==> config.mk <==
export PLATFORM = sky130hd
export DESIGN_NAME = instr_encoder_flat
export DESIGN_NICKNAME = d
export VERILOG_FILES = /design/src/rtl/instr_encoder_pkg.sv /design/src/rtl/instr_encoder_if.sv /design/src/rtl/instr_byte_mux.sv /design/src/rtl/instr_encoder.sv /design/src/flat_wrapper.sv
export SDC_FILE = /design/constraint.sdc
export NUM_CORES = 1
export LEC_CHECK = 0
export CAP_MARGIN = 15
export CORE_MARGIN = 2
export CORE_UTILIZATION = 44
export CTS_BUF_LIST = sky130_fd_sc_hd__clkbuf_4
export CTS_CLUSTER_DIAMETER = 60
export DETAILED_ROUTE_END_ITERATION = 8
export GPL_TIMING_DRIVEN = 1
export PLACE_DENSITY = 0.79
export RECOVER_POWER = 100
export SLEW_MARGIN = 20
export SYNTH_ARGS = -nofsm -noshare
export SYNTH_HDL_FRONTEND = slang
export SYNTH_HIERARCHICAL = 1
export SYNTH_SLANG_ARGS = --single-unit
==> constraint.sdc <==
create_clock -name clk -period 5 [get_ports clk]
set_clock_uncertainty 0.15 [all_clocks]
set_input_delay 0.5 -clock clk [delete_from_list [all_inputs] [get_ports clk]]
set_output_delay 0.5 -clock clk [all_outputs]
set_load 0.05 [all_outputs]
==> src/rtl/instr_encoder_pkg.sv <==
// Shared Y86-64 definitions for the instruction encoder and the fetch stage:
// icode constants, the "no register" code, encoder FSM states and the
// instruction length function. INSTR_ENCODER_HALT_STOP_EN adds the DONE state.
package instr_encoder_pkg;

   localparam logic [3:0] IHALT   = 4'h0;
   localparam logic [3:0] INOP    = 4'h1;
   localparam logic [3:0] IRRMOVQ = 4'h2;
   localparam logic [3:0] IIRMOVQ = 4'h3;
   localparam logic [3:0] IRMMOVQ = 4'h4;
   localparam logic [3:0] IMRMOVQ = 4'h5;
   localparam logic [3:0] IOPQ    = 4'h6;
   localparam logic [3:0] IJXX    = 4'h7;
   localparam logic [3:0] ICALL   = 4'h8;
   localparam logic [3:0] IRET    = 4'h9;
   localparam logic [3:0] IPUSHQ  = 4'hA;
   localparam logic [3:0] IPOPQ   = 4'hB;

   localparam logic [3:0] RNONE   = 4'hF;

   typedef enum logic [1:0] {
      ST_IDLE = 2'd0,
      ST_EMIT = 2'd1
`ifdef INSTR_ENCODER_HALT_STOP_EN
      ,
      ST_DONE = 2'd2
`endif
   } enc_state_e;

   // Encoded length in bytes; 0 marks an icode that is not a legal instruction.
   function automatic logic [3:0] instr_len(input logic [3:0] icode);
      case (icode)
         IHALT, INOP, IRET:               instr_len = 4'd1;
         IRRMOVQ, IOPQ, IPUSHQ, IPOPQ:    instr_len = 4'd2;
         IJXX, ICALL:                     instr_len = 4'd9;
         IIRMOVQ, IRMMOVQ, IMRMOVQ:       instr_len = 4'd10;
         default:                         instr_len = 4'd0;
      endcase
   endfunction

endpackage

==> src/rtl/instr_encoder_if.sv <==
// Instruction-in / byte-out bus of the instruction encoder. The master side
// offers instructions and pointer loads; the slave side (the encoder) emits
// memory byte writes and status.
interface instr_encoder_if;

   logic        in_valid;
   logic        in_ready;
   logic [3:0]  icode;
   logic [3:0]  ifun;
   logic [3:0]  rA;
   logic [3:0]  rB;
   logic [63:0] valC;
   logic        addr_load;
   logic [63:0] addr_in;
   logic        mem_we;
   logic [63:0] mem_addr;
   logic [7:0]  mem_wdata;
   logic [63:0] next_pc;
   logic        busy;
   logic        instr_invalid;
   logic        mem_error;

   modport master (
      output in_valid, icode, ifun, rA, rB, valC, addr_load, addr_in,
      input  in_ready, mem_we, mem_addr, mem_wdata, next_pc, busy,
             instr_invalid, mem_error
   );

   modport slave (
      input  in_valid, icode, ifun, rA, rB, valC, addr_load, addr_in,
      output in_ready, mem_we, mem_addr, mem_wdata, next_pc, busy,
             instr_invalid, mem_error
   );

endinterface

==> src/rtl/instr_byte_mux.sv <==
// Picks byte number idx_i of the encoded instruction from the latched fields:
// opcode byte, register byte (with RNONE substitution) and little-endian valC.
module instr_byte_mux
   import instr_encoder_pkg::*;
(
   input  logic [3:0]  icode_i,
   input  logic [3:0]  ifun_i,
   input  logic [3:0]  rA_i,
   input  logic [3:0]  rB_i,
   input  logic [63:0] valC_i,
   input  logic [3:0]  idx_i,
   output logic [7:0]  byte_o
);

   logic       regFmt;
   logic       hasValC;
   logic [3:0] valCFirst;
   logic [2:0] valCSel;
   logic [3:0] rAEff;
   logic [3:0] rBEff;

   // Classify the format, then route the requested byte position.
   always_comb begin
      regFmt    = 1'b0;
      hasValC   = 1'b0;
      valCFirst = 4'd0;
      valCSel   = 3'd0;
      rAEff     = rA_i;
      rBEff     = rB_i;
      byte_o    = 8'h00;

      case (icode_i)
         IRRMOVQ, IIRMOVQ, IRMMOVQ, IMRMOVQ, IOPQ, IPUSHQ, IPOPQ: regFmt = 1'b1;
         default: regFmt = 1'b0;
      endcase

      case (icode_i)
         IIRMOVQ, IRMMOVQ, IMRMOVQ: begin
            hasValC   = 1'b1;
            valCFirst = 4'd2;
         end
         IJXX, ICALL: begin
            hasValC   = 1'b1;
            valCFirst = 4'd1;
         end
         default: ;
      endcase

      if (icode_i == IIRMOVQ) rAEff = RNONE;
      if (icode_i == IPUSHQ || icode_i == IPOPQ) rBEff = RNONE;

      if (idx_i == 4'd0) begin
         byte_o = {icode_i, ifun_i};
      end else if (regFmt && idx_i == 4'd1) begin
         byte_o = {rAEff, rBEff};
      end else if (hasValC && idx_i >= valCFirst) begin
         valCSel = 3'(idx_i - valCFirst);
         byte_o  = valC_i[{valCSel, 3'b000} +: 8];
      end
   end

endmodule

==> src/rtl/instr_encoder.sv <==
// Y86-64 instruction encoder: accepts one instruction at a time and writes its
// bytes, one per cycle, to instruction memory at the write pointer.
// Optional feature macro INSTR_ENCODER_HALT_STOP_EN: after a halt byte the
// encoder parks in DONE until reset.
module instr_encoder
   import instr_encoder_pkg::*;
#(
   parameter int MEM_SIZE = 4096
) (
   input  logic              clk,
   input  logic              rst,
   instr_encoder_if.slave    bus
);

   enc_state_e  state_q,     state_d;
   logic [63:0] ptr_q,       ptr_d;
   logic [3:0]  icode_q,     icode_d;
   logic [3:0]  ifun_q,      ifun_d;
   logic [3:0]  rA_q,        rA_d;
   logic [3:0]  rB_q,        rB_d;
   logic [63:0] valC_q,      valC_d;
   logic [3:0]  len_q,       len_d;
   logic [3:0]  idx_q,       idx_d;
   logic        invalid_q,   invalid_d;
   logic        memError_q,  memError_d;

   logic        accept;
   logic        inRange;
   logic        emitting;
   logic [7:0]  curByte;

   assign accept   = bus.in_valid && bus.in_ready;
   assign inRange  = ptr_q < 64'(MEM_SIZE);
   assign emitting = (state_q == ST_EMIT);

   instr_byte_mux u_mux (
      .icode_i (icode_q),
      .ifun_i  (ifun_q),
      .rA_i    (rA_q),
      .rB_i    (rB_q),
      .valC_i  (valC_q),
      .idx_i   (idx_q),
      .byte_o  (curByte)
   );

   // Next state: IDLE handles loads/acceptance, EMIT walks the bytes.
   always_comb begin
      state_d    = state_q;
      ptr_d      = ptr_q;
      icode_d    = icode_q;
      ifun_d     = ifun_q;
      rA_d       = rA_q;
      rB_d       = rB_q;
      valC_d     = valC_q;
      len_d      = len_q;
      idx_d      = idx_q;
      invalid_d  = 1'b0;
      memError_d = memError_q;

      case (state_q)
         ST_IDLE: begin
            if (bus.addr_load) ptr_d = bus.addr_in;
            if (accept) begin
               if (instr_len(bus.icode) == 4'd0) begin
                  invalid_d = 1'b1;
               end else begin
                  icode_d = bus.icode;
                  ifun_d  = bus.ifun;
                  rA_d    = bus.rA;
                  rB_d    = bus.rB;
                  valC_d  = bus.valC;
                  len_d   = instr_len(bus.icode);
                  idx_d   = 4'd0;
                  state_d = ST_EMIT;
               end
            end
         end
         ST_EMIT: begin
            if (!inRange) memError_d = 1'b1;
            ptr_d = ptr_q + 64'd1;
            idx_d = idx_q + 4'd1;
            if (idx_q == len_q - 4'd1) begin
`ifdef INSTR_ENCODER_HALT_STOP_EN
               state_d = (icode_q == IHALT) ? ST_DONE : ST_IDLE;
`else
               state_d = ST_IDLE;
`endif
            end
         end
`ifdef INSTR_ENCODER_HALT_STOP_EN
         ST_DONE: state_d = ST_DONE;
`endif
         default: state_d = ST_IDLE;
      endcase
   end

   // State and datapath registers; reset abandons any partial instruction.
   always_ff @(posedge clk or posedge rst) begin
      if (rst) begin
         state_q    <= ST_IDLE;
         ptr_q      <= 64'd0;
         icode_q    <= 4'd0;
         ifun_q     <= 4'd0;
         rA_q       <= 4'd0;
         rB_q       <= 4'd0;
         valC_q     <= 64'd0;
         len_q      <= 4'd0;
         idx_q      <= 4'd0;
         invalid_q  <= 1'b0;
         memError_q <= 1'b0;
      end else begin
         state_q    <= state_d;
         ptr_q      <= ptr_d;
         icode_q    <= icode_d;
         ifun_q     <= ifun_d;
         rA_q       <= rA_d;
         rB_q       <= rB_d;
         valC_q     <= valC_d;
         len_q      <= len_d;
         idx_q      <= idx_d;
         invalid_q  <= invalid_d;
         memError_q <= memError_d;
      end
   end

   assign bus.in_ready      = (state_q == ST_IDLE) && !rst;
   assign bus.busy          = emitting;
   assign bus.mem_we        = emitting && inRange;
   assign bus.mem_addr      = ptr_q;
   assign bus.mem_wdata     = emitting ? curByte : 8'h00;
   assign bus.next_pc       = ptr_q;
   assign bus.instr_invalid = invalid_q;
   assign bus.mem_error     = memError_q;

endmodule

==> src/flat_wrapper.sv <==
// flat-port wrapper written by rule: the top's interface ports become plain ports
module instr_encoder_flat import instr_encoder_pkg::*;
#(
   parameter int MEM_SIZE = 4096
)
  (clk, rst, bus_in_valid, bus_icode, bus_ifun, bus_rA, bus_rB, bus_valC, bus_addr_load, bus_addr_in, bus_in_ready, bus_mem_we, bus_mem_addr, bus_mem_wdata, bus_next_pc, bus_busy, bus_instr_invalid, bus_mem_error);
  instr_encoder_if bus_i ();
  input  logic clk;
  input  logic rst;
  input wire logic [$bits(bus_i.in_valid)-1:0] bus_in_valid;
  input wire logic [$bits(bus_i.icode)-1:0] bus_icode;
  input wire logic [$bits(bus_i.ifun)-1:0] bus_ifun;
  input wire logic [$bits(bus_i.rA)-1:0] bus_rA;
  input wire logic [$bits(bus_i.rB)-1:0] bus_rB;
  input wire logic [$bits(bus_i.valC)-1:0] bus_valC;
  input wire logic [$bits(bus_i.addr_load)-1:0] bus_addr_load;
  input wire logic [$bits(bus_i.addr_in)-1:0] bus_addr_in;
  output wire logic [$bits(bus_i.in_ready)-1:0] bus_in_ready;
  output wire logic [$bits(bus_i.mem_we)-1:0] bus_mem_we;
  output wire logic [$bits(bus_i.mem_addr)-1:0] bus_mem_addr;
  output wire logic [$bits(bus_i.mem_wdata)-1:0] bus_mem_wdata;
  output wire logic [$bits(bus_i.next_pc)-1:0] bus_next_pc;
  output wire logic [$bits(bus_i.busy)-1:0] bus_busy;
  output wire logic [$bits(bus_i.instr_invalid)-1:0] bus_instr_invalid;
  output wire logic [$bits(bus_i.mem_error)-1:0] bus_mem_error;
  assign bus_i.in_valid = bus_in_valid;
  assign bus_i.icode = bus_icode;
  assign bus_i.ifun = bus_ifun;
  assign bus_i.rA = bus_rA;
  assign bus_i.rB = bus_rB;
  assign bus_i.valC = bus_valC;
  assign bus_i.addr_load = bus_addr_load;
  assign bus_i.addr_in = bus_addr_in;
  assign bus_in_ready = bus_i.in_ready;
  assign bus_mem_we = bus_i.mem_we;
  assign bus_mem_addr = bus_i.mem_addr;
  assign bus_mem_wdata = bus_i.mem_wdata;
  assign bus_next_pc = bus_i.next_pc;
  assign bus_busy = bus_i.busy;
  assign bus_instr_invalid = bus_i.instr_invalid;
  assign bus_mem_error = bus_i.mem_error;
  instr_encoder #(.MEM_SIZE(MEM_SIZE)) u_core (.clk(clk), .rst(rst), .bus(bus_i));
endmodule
==> impl_metrics.json, run 1 <==
{
  "status": "complete, but fails checks",
  "violations": "max-capacitance violations, max-slew violations",
  "tightest_slew_ns": 3.343,
  "grt_max_degree": 90,
  "rr_startpoint": "u_core/bus.mem_addr[2]",
  "drt_wl_total_um": 29210,
  "crit_required_ns": 4.35,
  "synthCells": 1074,
  "fin_crit_sh_pct": 96.52,
  "regArea_mm2": 0.003857,
  "core.rowCount": 53,
  "routabilityCongestion": 0.9057,
  "initial_core_util_pct": 44.96,
  "via_per_inst": 5.687,
  "ys.flop_type": "dfrtp_1",
  "clockRootBuffer": "clkbuf_4",
  "setup_tns_ns": 0,
  "p_total_uw": 9399,
  "avgSynthCellArea_um2": 8.827,
  "r2r_end": "u_core/bus.mem_addr[63]",
  "synth_edf_count": 0,
  "cts_made_buffers": 17,
  "async_flop_share_pct": 100.0,
  "rrSetupSlack_ns": 0.28,
  "drive_gt1_share_pct": 6.756,
  "reg2reg_depth": 5,
  "worstHoldStart": "bus_valC[53]",
  "clkSlewWorstSetupHoldPaths_ns": 0.16,
  "max-slew-margin-rel_pct": -122.9,
  "ctsHoldBuffers": 0,
  "nNetsFinal": 1414,
  "ys_seq_area_share_pct": 40.65,
  "setup_viol": 0,
  "coreArea_mm2": 0.02109,
  "design_area_mm2": 0.01227,
  "finalCriticalPeriod_ns": 4.826,
  "clockBufferDepth": 2,
  "maxSlewViolCount": 227,
  "end_kind": "output pin",
  "synth.net_count": 1228,
  "hold_viol": 0,
  "drv_cap": 5,
  "antenna_found_initial": 3,
  "min_to": "u_core/valC_q[53]",
  "arrival_ns": 4.18,
  "vias": 8815,
  "place_area_mm2": 0.01204,
  "worst_hold_slack_ns": 0.2797,
  "powerDensity_mw_per_mm2": 766.0,
  "grt_pass1_vias": 8162,
  "syn_to_final_growth_pct": 29.43,
  "ant_nets": 0,
  "drt_iter0_drc": 725,
  "max_freq_mhz": 207.2,
  "die_w_um": 150.8,
  "ioPinCount": 289,
  "fillers": 1866,
  "port_buffers": 288,
  "wire_per_inst_um": 18.85,
  "grt_pass1_wl_um": 44450,
  "cts_num_sinks": 154,
  "ys_warn_count": 9,
  "hold_depth": 3,
  "start_kind": "flop",
  "leakagePower_uw": 0.004969,
  "clock_latency_ns": 0.58,
  "synth.cell_area_mm2": 0.009480,
  "die-area_mm2": 0.02274,
  "layout_commonest_cell": "nand2_1",
  "fp.dieH_um": 150.8,
  "grt-ovfl-total": 0,
  "ys_types": 61,
  "htree_num_levels": 4,
  "hold_class": "input pin to flop",
  "drc_errors": 0,
  "cts_tree": "yes",
  "layout_common_cells": "nand2_1 (270), dfrtp_1 (153), clkdlybuf4s50_1 (149)",
  "ys_ff_latch": 154,
  "critical_path_class": "flop to output pin",
  "place.detailed.hpwl_um": 21340,
  "ir_drop_v": 0.0003379,
  "multi_input_area_mm2": 0.004803,
  "track_usage_pct": 25.28,
  "path_max_fanout": 9,
  "dr.pass1.iters": 5
}
## synth_stat cells, drive strengths merged (4+ instances only)
library cell,number,area share [%]
and2,17,1.1
buf,79,6.0
mux4,16,3.8
and4,7,0.65
o31ai,11,1.3
or2,4,0.26
clkbuf,53,2.1
nand2b,7,0.46
nand2,271,11
mux2i,17,1.8
dfrtp,154,41
nand4,41,2.9
inv,13,0.51
a21oi,50,2.7
a211oi,54,4.3
xor2,32,3.2
nor2,27,1.1
nor4,29,2.5
o21ai,19,1.1
ha,5,0.66
xnor2,19,1.8
or4,4,0.32
or3,8,0.53
a32oi,8,0.74
nand3,26,1.4
nor2b,52,3.4
nor3,7,0.37
and3,9,0.59
a31oi,12,0.79
## final cells by class
cell class              count  share of cell area [%]
diodes                      2                 0.04079
clock buffers              17                   1.040
clock inverters            15                   1.275
inverters                  13                  0.3977
multi-input cells         775                   39.15
flip-flops and latches    154                   31.44
well taps                 275                   2.804
repair buffers            299                   23.86
## where the power goes
group | leakage (uW) | internal (uW) | switching, uW
registers | 0.00183 | 1860 | 1060
clock network | 0.000147 | 227 | 537
logic | 0.00299 | 2090 | 3620
total | 0.00497 | 4190 | 5210
## flip-flops by register name, indices dropped and copies added, names as in the netlist
register and count:
u_core/ifun_q 4, u_core/bus.instr_invalid 1, u_core/icode_q 4, u_core/rA_q 4, u_core/state_q 1, u_core/rB_q 4
u_core/bus.mem_addr 64, u_core/bus.mem_error 1, u_core/len_q 3, u_core/idx_q 4, u_core/valC_q 64
## critical path, cell delays in order, from the launching register on
cell and delay [ns]:
dfrtp_1 0.51, or3b_1 0.42, o22ai_1 0.19, ha_1 0.17, inv_1 0.05, fa_2 0.41, a2111oi_0 0.56, nor2_2 0.09
o21ai_4 0.19, o31ai_2 0.10, and2_1 0.19, clkdlybuf4s50_1 0.71
## worst max path at each step
stage,startpoint,end,slack [ns],depth (start not counted)
4_1_cts,u_core/icode_q[3],bus_mem_wdata[0],0.05,10
3_5_place_dp,u_core/icode_q[2],bus_mem_wdata[0],0.51,10
2_1_floorplan,rst,u_core/bus.instr_invalid,0.20,1
6_report,u_core/icode_q[3],bus_mem_wdata[6],0.17,11
3_3_place_gp,u_core/icode_q[2],bus_mem_wdata[6],0.62,10
5_1_grt,u_core/icode_q[3],bus_mem_wdata[2],-0.01,11
## per-layer routing
metal  global-route usage [%]  vias to the layer above  share of wire (%)
met3                    5.633                       67                8.3
li1                         -                     4073                  -
met2                    41.98                      446                 49
met5                        0                        -              0.082
met4                    9.486                        4                3.0
met1                    32.44                     4225                 39
## cells by family after synthesis
family,count (synthesis),share of synthesized area (%)
and+or+nand+nor,515,26.96
AOI/OAI and AO/OA,169,12.27
DFF,154,40.65
buffers and inverters,145,8.618
xor gates and xnor gates,51,4.910
muxes,34,5.715
adders and majority gates,6,0.8711
## per-stage QoR
step	std cells	utilization, %	setup slack, ns
2_1_floorplan	1074	-	0.2002
3_3_place_gp	1515	57.10	0.6250
3_5_place_dp	1515	57.10	0.5136
4_1_cts	1547	58.46	0.05244
5_1_grt	1549	58.18	-0.01407
6_report	1550	58.19	0.1740
## timing repair
item	CTS	global route
gates cloned	0	0
setup buffers	0	1
gates resized for setup	1	4
endpoints found under the setup margin	8	8
pin swaps	0	1
Note: power is estimated with default switching activity, not from simulation.
==> inputs of run 2 (changes only) <==
Settings changed: CAP_MARGIN 15 to not set, SYNTH_HIERARCHICAL 1 to not set.
==> run 2 against run 1 <==
The run still ends with max-capacitance violations, max-slew violations left. Total power decreased by 2.9%. Global-route usage increased by 2.2 points. Sequential power decreased by 4%. Utilization decreased by 0.11 points. Fmax increased by 3.6%. Worst setup slack improved by 0.17 ns. Wire length increased by 5.8%. Design area decreased by 0.50%. First-iteration DRC count increased by 20%. Register-to-register slack improved by 0.08 ns.
==> impl_metrics.json, run 2 <==
{
  "layout_common_cells": "nand2_1 (295), dfrtp_1 (154), clkdlybuf4s50_1 (146)",
  "cts_made_buffers": 17,
  "grt_max_degree": 80,
  "ir_drop_v": 0.0003554,
  "fp.dieH_um": 150.5,
  "rr_startpoint": "u_core.bus.mem_addr[0]",
  "tightest_slew_ns": 3.289,
  "synth-simple-area-share_pct": 30.07,
  "htree_num_levels": 4,
  "cp_slowest_cell": "dfrtp_1",
  "synth_top_cell_area_share_pct": 40.83,
  "synth.net_count": 1271,
  "ys_top_cells_by_area": "dfrtp_1 (41%), nand2_1 (12%), buf_4 (5.1%)",
  "rsz0062_at_grt": "false",
  "cts_setup_buffers": 0,
  "synth_fa_ha_area_share_pct": 1.140,
  "crit_chain": "nor4b_2 > a21o_1 > ha_1 > inv_1 > fa_1 > buf_4 > mux4_2 > mux2i_1 > a211oi_1 > o22ai_1 > nor2_1 > dlygate4sd2_1",
  "place_area_mm2": 0.01202,
  "setup_tns_ns": 0,
  "max-slew-margin-rel_pct": -120.5,
  "antenna_found_initial": 2,
  "cts_tree": "yes",
  "drv_cap": 4,
  "port_buffers": 288,
  "path_max_fanout": 16,
  "drt_iter0_drc": 872,
  "nNetsFinal": 1456,
  "grt_pass1_vias": 8780,
  "worstHoldStart": "bus_valC[50]",
  "place.detailed.hpwl_um": 23020,
  "vias": 9248,
  "ys_types": 71,
  "core.rowCount": 53,
  "synthTopCellsByCount": "nand2_1 (295), dfrtp_1 (154), nor2_1 (74)",
  "muxShareOfSynthArea_pct": 6.496,
  "leakagePower_uw": 0.005136,
  "synthXorXnorAreaFrac_pct": 0.6496,
  "reg2reg_depth": 5,
  "crit_buf_inv": 3,
  "hold_viol": 0,
  "clock_latency_ns": 0.59,
  "ys_ff_latch": 154,
  "synth_most_common_cell": "nand2_1",
  "ioPinCount": 289,
  "fin_crit_sh_pct": 93.17,
  "worst_hold_slack_ns": 0.2558,
  "synth_largest_area_cell": "dfrtp_1",
  "ys_warn_count": 0,
  "drc_errors": 0,
  "dr.pass1.iters": 5,
  "syn_to_final_growth_pct": 29.36,
  "clkSlewWorstSetupHoldPaths_ns": 0.16,
  "avgSynthCellArea_um2": 8.464,
  "pwr-share-clk_pct": 8.4,
  "track_usage_pct": 27.51,
  "arrival_ns": 4.01,
  "drt_wl_total_um": 30910,
  "routabilityCongestion": 0.9642,
  "die_w_um": 150.5,
  "p_seq_share_pct": 30.6,
  "min_to": "u_core.valC_q[50]",
  "synth.cell_area_mm2": 0.009438,
  "design_area_mm2": 0.01221,
  "r2r_end": "u_core.bus.mem_addr[59]",
  "synth_top_family_by_area": "simple AND/OR/NAND/NOR gates",
  "via_per_inst": 5.816,
  "coreArea_mm2": 0.02102,
  "die-area_mm2": 0.02264,
  "synth_compound_area_share_pct": 11.92,
  "hold_depth": 3,
  "p_total_uw": 9128,
  "clockBufferDepth": 2,
  "cts_num_sinks": 154,
  "max_freq_mhz": 214.7,
  "status": "complete, but fails checks",
  "grt_pass1_wl_um": 48030,
  "ys_seq_area_share_pct": 40.83,
  "ant_nets": 0,
  "p_sw_share_pct": 56.71,
  "async_flop_share_pct": 100.0,
  "setup_viol": 0,
  "ys.flop_type": "dfrtp_1",
  "critical_path_class": "flop to output pin",
  "finalCriticalPeriod_ns": 4.659,
  "hold_class": "input pin to flop",
  "clockRootBuffer": "clkbuf_4",
  "slowest_delay_ns": 0.54,
  "drive_gt1_share_pct": 6.017,
  "maxSlewViolCount": 176,
  "pwr-share-comb_pct": 61.0,
  "synth_edf_count": 0,
  "rrSetupSlack_ns": 0.36,
  "synthCells": 1115,
  "p_sw_uw": 5177,
  "initial_core_util_pct": 44.90,
  "violations": "max-capacitance violations, max-slew violations",
  "grt-ovfl-total": 0,
  "powerDensity_mw_per_mm2": 747.6,
  "start_kind": "flop",
  "wire_per_inst_um": 19.44,
  "cp_top_family": "buffers and inverters",
  "crit_required_ns": 4.35,
  "cellInternalPower_uw": 3951,
  "end_kind": "output pin",
  "layout_commonest_cell": "nand2_1"
}
==> run 2: final cells by class <==
cell class / count / area (um2)
inverters: 19 / 72.57
diodes: 2 / 5.005
clock inverters: 15 / 151.4
clock buffers: 17 / 127.6
flip-flops and latches: 154 / 3854
well taps: 275 / 344.1
repair buffers: 301 / 2922
multi-input cells: 807 / 4733
fillers: 1858 / 8812
==> run 2: worst max path at each step <==
stage                      startpoint                  endpoint  slack, ns  cells after the start
finish              u_core.icode_q[2]          bus_mem_wdata[3]       0.34                     12
global route        u_core.icode_q[2]          bus_mem_wdata[3]       0.08                     12
CTS                 u_core.icode_q[2]          bus_mem_wdata[0]      0.005                     12
detailed placement  u_core.icode_q[1]          bus_mem_wdata[3]       0.42                     11
global placement    u_core.icode_q[1]          bus_mem_wdata[7]       0.56                     11
floorplan                         rst  u_core.bus.instr_invalid       0.20                      1
==> run 2: through the flow <==
step	setup slack, ns	util (%)	instances
after global routing	0.07560	58.08	1590
after global placement	0.5611	57.16	1556
after floorplan	0.2002	-	1115
after detailed placement	0.4169	57.16	1556
after CTS	0.005401	58.52	1588
final	0.3413	58.08	1590
==> run 2: worst reg2reg max path: stages, from the launching register on <==
cell     delay, ns
dfrtp_1       0.60
nand4_4       0.21
nor4_1        2.02
nand4_1       0.81
or3_1         0.58
a31oi_1       0.20
==> run 2: metal layers <==
metal / vias up / global-route usage (%) / wire (um)
met5: - / 0 / 0
met2: 511 / 43.80 / 14390
met4: 0 / 10.19 / 1013
met3: 70 / 6.394 / 2967
met1: 4378 / 36.72 / 12540
li1: 4289 / - / -
==> run 2: power by group through the flow <==
stage / Clock (uW) / Sequential (uW) / Combinational (uW)
2_1_floorplan: 0 / 3210 / 3760
3_3_place_gp: 0 / 2800 / 5700
3_5_place_dp: 0 / 2820 / 5800
4_1_cts: 786 / 2790 / 5820
5_1_grt: 833 / 2890 / 5980
6_report: 769 / 2790 / 5570
==> run 2: cell families (layout without fill, tap and decap cells) <==
family | Yosys count | in the layout
adder cells (fa/ha/maj) | 8 | 8
buffers and inverters | 154 | 352
flip-flops | 154 | 154
AND/OR/NAND/NOR | 587 | 587
multiplexers | 41 | 41
XOR/XNOR | 7 | 7
AO/OA/AOI/OAI | 164 | 164
other | 0 | 2
==> run 2: repair_timing <==
item	CTS	global route
cloned	0	0
pin swaps	0	0
resized for setup	2	8
setup endpoints to repair	8	8
hold buffers	0	0
